## config.mk

```make
export PLATFORM = sky130hd
export DESIGN_NAME = axil_ctrl_slave
export DESIGN_NICKNAME = d
export VERILOG_FILES = /design/src/rtl/axil_ctrl_pkg.sv /design/src/rtl/axil_ctrl_slave.sv
export SDC_FILE = /design/constraint.sdc
export NUM_CORES = 1
export LEC_CHECK = 0
export CAP_MARGIN = 10
export CELL_PAD_IN_SITES_DETAIL_PLACEMENT = 1
export CELL_PAD_IN_SITES_GLOBAL_PLACEMENT = 2
export CORE_UTILIZATION = 37
export DETAILED_ROUTE_END_ITERATION = 10
export GPL_TIMING_DRIVEN = 0
export PLACE_DENSITY_LB_ADDON = 0.1
export SETUP_SLACK_MARGIN = 0.1
export SYNTH_ARGS = -nofsm -noshare
export SYNTH_HDL_FRONTEND = slang
export SYNTH_SLANG_ARGS = --single-unit
```

## constraint.sdc

```tcl
create_clock -name aclk -period 39.1 [get_ports aclk]
set_input_delay 7.82 -clock aclk [delete_from_list [all_inputs] [get_ports aclk]]
set_output_delay 7.82 -clock aclk [all_outputs]
set_load 0.1 [all_outputs]
```

## src/rtl/axil_ctrl_pkg.sv

```systemverilog
// rtl/axil_ctrl_pkg.sv - register map, response codes and FSM states for axil_ctrl_slave
package axil_ctrl_pkg;

  localparam logic [7:0] OFF_CTRL    = 8'h00;
  localparam logic [7:0] OFF_STATUS  = 8'h04;
  localparam logic [7:0] OFF_WR_ADDR = 8'h10;
  localparam logic [7:0] OFF_RD_ADDR = 8'h14;
  localparam logic [7:0] OFF_WDATA0  = 8'h18;
  localparam logic [7:0] OFF_WDATA1  = 8'h1C;
  localparam logic [7:0] OFF_WDATA2  = 8'h20;
  localparam logic [7:0] OFF_WDATA3  = 8'h24;
  localparam logic [7:0] OFF_RDATA0  = 8'h28;
  localparam logic [7:0] OFF_RDATA1  = 8'h2C;
  localparam logic [7:0] OFF_RDATA2  = 8'h30;
  localparam logic [7:0] OFF_RDATA3  = 8'h34;

  // Word indices: only addr[7:2] takes part in decode.
  localparam logic [5:0] IDX_CTRL    = OFF_CTRL[7:2];
  localparam logic [5:0] IDX_STATUS  = OFF_STATUS[7:2];
  localparam logic [5:0] IDX_WR_ADDR = OFF_WR_ADDR[7:2];
  localparam logic [5:0] IDX_RD_ADDR = OFF_RD_ADDR[7:2];
  localparam logic [5:0] IDX_WDATA0  = OFF_WDATA0[7:2];
  localparam logic [5:0] IDX_WDATA1  = OFF_WDATA1[7:2];
  localparam logic [5:0] IDX_WDATA2  = OFF_WDATA2[7:2];
  localparam logic [5:0] IDX_WDATA3  = OFF_WDATA3[7:2];
  localparam logic [5:0] IDX_RDATA0  = OFF_RDATA0[7:2];
  localparam logic [5:0] IDX_RDATA1  = OFF_RDATA1[7:2];
  localparam logic [5:0] IDX_RDATA2  = OFF_RDATA2[7:2];
  localparam logic [5:0] IDX_RDATA3  = OFF_RDATA3[7:2];

  localparam int unsigned STS_WR_DONE = 0;
  localparam int unsigned STS_RD_DONE = 1;
  localparam int unsigned STS_WR_BUSY = 2;
  localparam int unsigned STS_RD_BUSY = 3;

  localparam logic [1:0] RESP_OKAY   = 2'b00;
  localparam logic [1:0] RESP_SLVERR = 2'b10;

  typedef enum logic {W_IDLE, W_RESP} w_state_e;
  typedef enum logic {R_IDLE, R_DATA} r_state_e;

  function automatic logic idx_mapped(input logic [5:0] idx);
    return (idx <= IDX_RDATA3) && (idx != 6'h02) && (idx != 6'h03);
  endfunction

  function automatic logic [31:0] merge_strb(input logic [31:0] old_v, input logic [31:0] new_v,
                                             input logic [3:0] strb);
    logic [31:0] r;
    for (int b = 0; b < 4; b++) begin
      r[8*b +: 8] = strb[b] ? new_v[8*b +: 8] : old_v[8*b +: 8];
    end
    return r;
  endfunction

endpackage

```

## src/rtl/axil_ctrl_slave.sv

```systemverilog
// rtl/axil_ctrl_slave.sv - AXI4-Lite control/status register block fronting an AXI master core
module axil_ctrl_slave
  import axil_ctrl_pkg::*;
(
  input  logic         aclk,
  input  logic         areset,
  input  logic [7:0]   s_axi_awaddr,
  input  logic         s_axi_awvalid,
  output logic         s_axi_awready,
  input  logic [31:0]  s_axi_wdata,
  input  logic [3:0]   s_axi_wstrb,
  input  logic         s_axi_wvalid,
  output logic         s_axi_wready,
  output logic [1:0]   s_axi_bresp,
  output logic         s_axi_bvalid,
  input  logic         s_axi_bready,
  input  logic [7:0]   s_axi_araddr,
  input  logic         s_axi_arvalid,
  output logic         s_axi_arready,
  output logic [31:0]  s_axi_rdata,
  output logic [1:0]   s_axi_rresp,
  output logic         s_axi_rvalid,
  input  logic         s_axi_rready,
  output logic         wr_start,
  output logic         rd_start,
  output logic [31:0]  wr_addr,
  output logic [31:0]  rd_addr,
  output logic [127:0] wr_data,
  input  logic         core_wr_done,
  input  logic         core_rd_done,
  input  logic [127:0] core_rd_data,
  output logic         wr_done,
  output logic         rd_done
);

  w_state_e         w_state_q, w_state_d;
  r_state_e         r_state_q, r_state_d;
  logic             ready_en_q, ready_en_d;
  logic             aw_vld_q, aw_vld_d;
  logic [5:0]       aw_idx_q, aw_idx_d;
  logic             w_vld_q, w_vld_d;
  logic [31:0]      w_data_q, w_data_d;
  logic [3:0]       w_strb_q, w_strb_d;
  logic             bvalid_q, bvalid_d;
  logic [1:0]       bresp_q, bresp_d;
  logic             rvalid_q, rvalid_d;
  logic [31:0]      rdata_q, rdata_d;
  logic [1:0]       rresp_q, rresp_d;
  logic [31:0]      wr_addr_q, wr_addr_d;
  logic [31:0]      rd_addr_q, rd_addr_d;
  logic [3:0][31:0] wdata_q, wdata_d;
  logic [3:0][31:0] rdat_q, rdat_d;
  logic             wr_done_q, wr_done_d;
  logic             rd_done_q, rd_done_d;
  logic             wr_busy_q, wr_busy_d;
  logic             rd_busy_q, rd_busy_d;
  logic             wr_start_q, wr_start_d;
  logic             rd_start_q, rd_start_d;

  logic             aw_hs, w_hs, ar_hs;
  logic             reg_we;
  logic [5:0]       reg_idx;
  logic [31:0]      reg_wdata;
  logic [3:0]       reg_wstrb;
  logic             wr_go, rd_go;
  logic [31:0]      status_w;
  logic [31:0]      rd_mux;
  logic             unused_addr_lsbs;

  assign unused_addr_lsbs = ^{s_axi_awaddr[1:0], s_axi_araddr[1:0]};

  // ready_en_q keeps every ready low until the first edge after reset release.
  assign s_axi_awready = ready_en_q && (w_state_q == W_IDLE) && !aw_vld_q;
  assign s_axi_wready  = ready_en_q && (w_state_q == W_IDLE) && !w_vld_q;
  assign s_axi_arready = ready_en_q && (r_state_q == R_IDLE);
  assign s_axi_bvalid  = bvalid_q;
  assign s_axi_bresp   = bresp_q;
  assign s_axi_rvalid  = rvalid_q;
  assign s_axi_rdata   = rdata_q;
  assign s_axi_rresp   = rresp_q;
  assign wr_start      = wr_start_q;
  assign rd_start      = rd_start_q;
  assign wr_addr       = wr_addr_q;
  assign rd_addr       = rd_addr_q;
  assign wr_data       = wdata_q;
  assign wr_done       = wr_done_q;
  assign rd_done       = rd_done_q;

  assign aw_hs = s_axi_awvalid && s_axi_awready;
  assign w_hs  = s_axi_wvalid && s_axi_wready;
  assign ar_hs = s_axi_arvalid && s_axi_arready;

  // Write channel: collect AW and W in either order, commit once both are present.
  always_comb begin
    w_state_d  = w_state_q;
    aw_vld_d   = aw_vld_q;
    aw_idx_d   = aw_idx_q;
    w_vld_d    = w_vld_q;
    w_data_d   = w_data_q;
    w_strb_d   = w_strb_q;
    bvalid_d   = bvalid_q;
    bresp_d    = bresp_q;
    ready_en_d = 1'b1;
    reg_we     = 1'b0;
    reg_idx    = aw_vld_q ? aw_idx_q : s_axi_awaddr[7:2];
    reg_wdata  = w_vld_q ? w_data_q : s_axi_wdata;
    reg_wstrb  = w_vld_q ? w_strb_q : s_axi_wstrb;
    case (w_state_q)
      W_IDLE: begin
        if (aw_hs) begin
          aw_vld_d = 1'b1;
          aw_idx_d = s_axi_awaddr[7:2];
        end
        if (w_hs) begin
          w_vld_d  = 1'b1;
          w_data_d = s_axi_wdata;
          w_strb_d = s_axi_wstrb;
        end
        if ((aw_vld_q || aw_hs) && (w_vld_q || w_hs)) begin
          reg_we    = 1'b1;
          aw_vld_d  = 1'b0;
          w_vld_d   = 1'b0;
          bvalid_d  = 1'b1;
          bresp_d   = idx_mapped(reg_idx) ? RESP_OKAY : RESP_SLVERR;
          w_state_d = W_RESP;
        end
      end
      W_RESP: begin
        if (s_axi_bready) begin
          bvalid_d  = 1'b0;
          w_state_d = W_IDLE;
        end
      end
      default: w_state_d = W_IDLE;
    endcase
  end

  // Register file, start/done bookkeeping and RDATA capture.
  always_comb begin
    wr_addr_d = wr_addr_q;
    rd_addr_d = rd_addr_q;
    wdata_d   = wdata_q;
    rdat_d    = rdat_q;
    wr_done_d = wr_done_q;
    rd_done_d = rd_done_q;
    wr_busy_d = wr_busy_q;
    rd_busy_d = rd_busy_q;
    wr_go     = 1'b0;
    rd_go     = 1'b0;
    if (reg_we) begin
      case (reg_idx)
        IDX_CTRL: begin
          wr_go = reg_wstrb[0] && reg_wdata[0];
          rd_go = reg_wstrb[0] && reg_wdata[1];
        end
        IDX_WR_ADDR: wr_addr_d  = merge_strb(wr_addr_q, reg_wdata, reg_wstrb);
        IDX_RD_ADDR: rd_addr_d  = merge_strb(rd_addr_q, reg_wdata, reg_wstrb);
        IDX_WDATA0:  wdata_d[0] = merge_strb(wdata_q[0], reg_wdata, reg_wstrb);
        IDX_WDATA1:  wdata_d[1] = merge_strb(wdata_q[1], reg_wdata, reg_wstrb);
        IDX_WDATA2:  wdata_d[2] = merge_strb(wdata_q[2], reg_wdata, reg_wstrb);
        IDX_WDATA3:  wdata_d[3] = merge_strb(wdata_q[3], reg_wdata, reg_wstrb);
        default: ;
      endcase
    end
    // A start is only accepted when idle, a done only when busy, so the two never collide.
    wr_start_d = wr_go && !wr_busy_q;
    rd_start_d = rd_go && !rd_busy_q;
    if (wr_start_d) begin
      wr_busy_d = 1'b1;
      wr_done_d = 1'b0;
    end
    if (rd_start_d) begin
      rd_busy_d = 1'b1;
      rd_done_d = 1'b0;
    end
    if (wr_busy_q && core_wr_done) begin
      wr_busy_d = 1'b0;
      wr_done_d = 1'b1;
    end
    if (rd_busy_q && core_rd_done) begin
      rd_busy_d = 1'b0;
      rd_done_d = 1'b1;
      rdat_d    = core_rd_data;
    end
  end

  always_comb begin
    status_w              = '0;
    status_w[STS_WR_DONE] = wr_done_q;
    status_w[STS_RD_DONE] = rd_done_q;
    status_w[STS_WR_BUSY] = wr_busy_q;
    status_w[STS_RD_BUSY] = rd_busy_q;
  end

  always_comb begin
    rd_mux = '0;
    case (s_axi_araddr[7:2])
      IDX_STATUS:  rd_mux = status_w;
      IDX_WR_ADDR: rd_mux = wr_addr_q;
      IDX_RD_ADDR: rd_mux = rd_addr_q;
      IDX_WDATA0:  rd_mux = wdata_q[0];
      IDX_WDATA1:  rd_mux = wdata_q[1];
      IDX_WDATA2:  rd_mux = wdata_q[2];
      IDX_WDATA3:  rd_mux = wdata_q[3];
      IDX_RDATA0:  rd_mux = rdat_q[0];
      IDX_RDATA1:  rd_mux = rdat_q[1];
      IDX_RDATA2:  rd_mux = rdat_q[2];
      IDX_RDATA3:  rd_mux = rdat_q[3];
      default:     rd_mux = '0;
    endcase
  end

  // Read channel samples register state before this cycle's write commits.
  always_comb begin
    r_state_d = r_state_q;
    rvalid_d  = rvalid_q;
    rdata_d   = rdata_q;
    rresp_d   = rresp_q;
    case (r_state_q)
      R_IDLE: begin
        if (ar_hs) begin
          rvalid_d  = 1'b1;
          rdata_d   = rd_mux;
          rresp_d   = idx_mapped(s_axi_araddr[7:2]) ? RESP_OKAY : RESP_SLVERR;
          r_state_d = R_DATA;
        end
      end
      R_DATA: begin
        if (s_axi_rready) begin
          rvalid_d  = 1'b0;
          r_state_d = R_IDLE;
        end
      end
      default: r_state_d = R_IDLE;
    endcase
  end

  always_ff @(posedge aclk or posedge areset) begin
    if (areset) begin
      w_state_q  <= W_IDLE;
      r_state_q  <= R_IDLE;
      ready_en_q <= 1'b0;
      aw_vld_q   <= 1'b0;
      aw_idx_q   <= '0;
      w_vld_q    <= 1'b0;
      w_data_q   <= '0;
      w_strb_q   <= '0;
      bvalid_q   <= 1'b0;
      bresp_q    <= RESP_OKAY;
      rvalid_q   <= 1'b0;
      rdata_q    <= '0;
      rresp_q    <= RESP_OKAY;
      wr_addr_q  <= '0;
      rd_addr_q  <= '0;
      wdata_q    <= '0;
      rdat_q     <= '0;
      wr_done_q  <= 1'b0;
      rd_done_q  <= 1'b0;
      wr_busy_q  <= 1'b0;
      rd_busy_q  <= 1'b0;
      wr_start_q <= 1'b0;
      rd_start_q <= 1'b0;
    end else begin
      w_state_q  <= w_state_d;
      r_state_q  <= r_state_d;
      ready_en_q <= ready_en_d;
      aw_vld_q   <= aw_vld_d;
      aw_idx_q   <= aw_idx_d;
      w_vld_q    <= w_vld_d;
      w_data_q   <= w_data_d;
      w_strb_q   <= w_strb_d;
      bvalid_q   <= bvalid_d;
      bresp_q    <= bresp_d;
      rvalid_q   <= rvalid_d;
      rdata_q    <= rdata_d;
      rresp_q    <= rresp_d;
      wr_addr_q  <= wr_addr_d;
      rd_addr_q  <= rd_addr_d;
      wdata_q    <= wdata_d;
      rdat_q     <= rdat_d;
      wr_done_q  <= wr_done_d;
      rd_done_q  <= rd_done_d;
      wr_busy_q  <= wr_busy_d;
      rd_busy_q  <= rd_busy_d;
      wr_start_q <= wr_start_d;
      rd_start_q <= rd_start_d;
    end
  end

endmodule

```

==> impl_metrics.py <==
metrics = {
    "floorplan": {
        "io_pins": 426,
        "dieArea_mm2": 0.0513,
        "core_area_mm2": 0.0494,
        "rows": 81,
        "die_x_um": 226,
        "start_util_pct": 37.7,
        "die_h_um": 226,
    },
    "critical_path": {
        "timing.rr.start": "r_state_q$_DFF_PP0_",
        "cp-startpoint": "s_axi_araddr[4]",
        "critPathMaxFanout": 10,
        "cp-start-kind": "primary input",
        "endpoint": "s_axi_rdata[3]$_DFFE_PP0P_",
        "slowest_delay_ns": 0.94,
        "crit_buf_inv": 5,
        "cp-end-kind": "flip-flop",
        "r2r_cells": 5,
        "path_class": "primary input to flip-flop",
        "cp_num_cells": 9,
        "cp_slowest_cell": "clkbuf_1",
        "rrSetupSlack_ns": 36.09,
        "crit_chain": "clkdlybuf4s50_1, buf_2, and2_0, clkbuf_1, and2_1, buf_2, clkbuf_1, a22oi_1, a41oi_1",
        "critPathArrivalTime_ns": 11.59,
        "reg2reg_to": "s_axi_rdata[3]$_DFFE_PP0P_",
        "crit_family": "buffers and inverters",
        "cp.required_ns": 39.59,
    },
    "routing": {
        "via_per_inst": 5.88,
        "drtIter0Drc": 1309,
        "detail_route.wl_per_cell_um": 33.3,
        "dr.pass1.iters": 6,
        "num_vias": 14743,
        "final_antenna_net_count": 0,
        "remaining_drc_errors": 0,
        "wl_um": 83500,
    },
    "clocking": {
        "cts-buffers-inserted": 47,
        "postCtsResizedCells": 0,
        "htree_levels": 2,
        "root_buffer": "clkbuf_16",
        "clock_latency_ns": 0.59,
        "cts_tree": "done",
        "post_cts_buffers": 0,
        "clkTransAtPathRegs_ns": 0.06,
        "hold_buffers": 0,
        "cts_sinks": 409,
        "clk_path_buf_depth": 3,
    },
    "logic_synthesis": {
        "synthFlopType": "dfrtp_1",
        "ys_ff_latch": 409,
        "yosys-top-cells-area": "dfrtp_1 55%, mux2_2 24%, and3_1 2.2%, a22oi_1 1.6%, a221oi_1 1.6%",
        "synth-seq-area-share_pct": 54.9,
        "syn_inst": 1340,
        "ys_async_sr_fraction_pct": 100,
        "synth_area_per_cell_um2": 13.9,
        "synth_cell_types": 68,
        "synth_area_mm2": 0.0186,
        "synth.top_cell.area_share_pct": 54.9,
        "synth_edf_count": 0,
        "yosys.area.top_type": "dfrtp_1",
        "ys_warn_count": 0,
    },
    "min_path": {
        "hold_class": "flip-flop to flip-flop",
    },
    "global_route": {
        "antenna_found_initial": 14,
        "grt_overflow_total": 0,
        "grt_start_max_net_pins": 116,
        "grt_pass1_wl_um": 116000,
        "track_usage_pct": 32.6,
        "grt_pass1_vias": 15403,
    },
    "timing": {
        "slew_violations": 0,
        "hold_violations": 0,
        "setup_tns_ns": 0,
        "skew_ns": 0.0175,
        "grt_setup_unrepaired": "no",
        "worstMarginPinSlew_ns": 1.38,
        "relSlewSlack_pct": 8.06,
        "period_needed_ns": 11.11,
        "fmax_ghz": 0.0900,
        "finalSetupViolCount": 0,
        "hold_ws_ns": 0.478,
        "fin_crit_sh_pct": 28.4,
    },
    "layout": {
        "nNetsFinal": 2001,
        "instances_no_fill": 2506,
        "final_common_cell": "clkdlybuf4s50_1",
        "utilization_pct": 51.2,
        "final_cell_mix": "416 x clkdlybuf4s50_1, 409 x dfrtp_1, 393 x mux2_2",
        "syn_to_final_growth_pct": 35.7,
        "drive_gt1_share_pct": 28.9,
    },
    "placement": {
        "io_buffers": 416,
        "place_congestion": 0.845,
        "dp_hpwl_um": 59500,
        "post-place-cells": 2426,
    },
    "pwr": {
        "ir_drop_mv": 0.0375,
        "total_power_w": 0.00167,
        "power_density_mw_per_mm2": 65.9,
        "power_leakage_nw": 11.2,
    },
    "run": {
        "maxCapViolations": 0,
    },
    "outcome": {
        "status": "complete, no violations",
    },
}
==> cells in the mapped netlist, types with 5 or more instances <==
cell type / n
and3_1: 66
nor2_1: 8
a31oi_1: 23
a22oi_1: 39
a41oi_1: 8
nand3b_1: 6
mux2i_1: 15
o21ai_0: 5
inv_1: 10
a32o_1: 19
a2111oi_0: 16
nor3_1: 12
mux2_4: 16
a21oi_1: 33
dfrtp_1: 409
a222oi_1: 6
a221oi_1: 33
buf_6: 5
nand2b_1: 7
and2_1: 10
nand2_1: 15
nor3_4: 16
mux2_2: 393
a22o_1: 19
clkbuf_1: 72
buf_2: 5
==> stage by stage <==
| step | setup WS [ns] | cell area (µm²) |
|---|---|---|
| 2_1_floorplan | 19.90 | 18600 |
| 3_3_place_gp | 14.48 | 23600 |
| 3_5_place_dp | 27.59 | 23700 |
| 4_1_cts | 28.14 | 25300 |
| 5_1_grt | 28.03 | 25300 |
| 6_report | 27.99 | 25300 |
==> worst min path at each step <==
stage | slack, ns | to | depth (start not counted) | start
finish | 0.48 | s_axi_rvalid$_DFFE_PP0P_ | 2 | s_axi_rvalid$_DFFE_PP0P_
global route | 0.50 | s_axi_bvalid$_DFFE_PP0P_ | 2 | s_axi_bvalid$_DFFE_PP0P_
CTS | 0.48 | s_axi_bvalid$_DFFE_PP0P_ | 2 | s_axi_bvalid$_DFFE_PP0P_
detailed placement | 0.47 | s_axi_rvalid$_DFFE_PP0P_ | 2 | s_axi_rvalid$_DFFE_PP0P_
global placement | 0.46 | s_axi_rvalid$_DFFE_PP0P_ | 2 | s_axi_rvalid$_DFFE_PP0P_
floorplan | 0.47 | rdat_q[113]$_DFFE_PP0P_ | 1 | rdat_q[113]$_DFFE_PP0P_
==> power breakdown <==
part | leakage [nW] | internal, W | total (W) | switching, W
sequential | 5.47 | 0.000510 | 0.000580 | 0.0000697
combinational | 4.96 | 0.000189 | 0.000640 | 0.000451
clock | 0.751 | 0.000265 | 0.000447 | 0.000182
total | 11.2 | 0.000964 | 0.00167 | 0.000703
==> worst reg2reg max path: stages, from the launching register on <==
cell,delay (ns)
dfrtp_1,0.47
nand3b_1,0.31
clkbuf_1,0.80
clkbuf_1,0.82
a22oi_1,0.25
a41oi_1,0.27
==> cell type report <==
class                   count  area (µm²)
diodes                      2        5.00
plain buffers              89         389
clock buffers              67        1390
clock inverters            10         128
fillers                  5013       24100
inverters                  10        45.0
multi-input cells         833        7970
flip-flops and latches    409       10200
well taps                 664         831
repair buffers            422        4270
==> sequential cells by signal, indices dropped and copies added, names as in the netlist, 4 cells and up <==
signal       cells
aw_idx_q         6
rd_addr         32
rdat_q         128
s_axi_rdata     32
w_data_q        32
w_strb_q         4
wr_addr         32
wr_data        128
==> logic make-up (layout without fill, tap and decap cells) <==
| group | Yosys count | count (layout) | synth area share, % |
|---|---|---|---|
| buffers and inverters | 99 | 598 | 2.29 |
| other | 2 | 5 | 0.0403 |
| XOR/XNOR | 2 | 2 | 0.0940 |
| multiplexers | 429 | 429 | 26.4 |
| flip-flops | 409 | 409 | 54.9 |
| AO/OA/AOI/OAI | 223 | 223 | 9.44 |
| AND/OR/NAND/NOR | 176 | 176 | 6.82 |
==> layer usage <==
layer  global-route usage, %  vias up  wire (µm)
li1                        -     6066          -
met1                    44.5     7818      35600
met2                    51.6      687      38600
met3                    6.10      164       6150
met4                    12.1        8       3010
met5                       0        -         56
(Power assumes the default switching activity.)
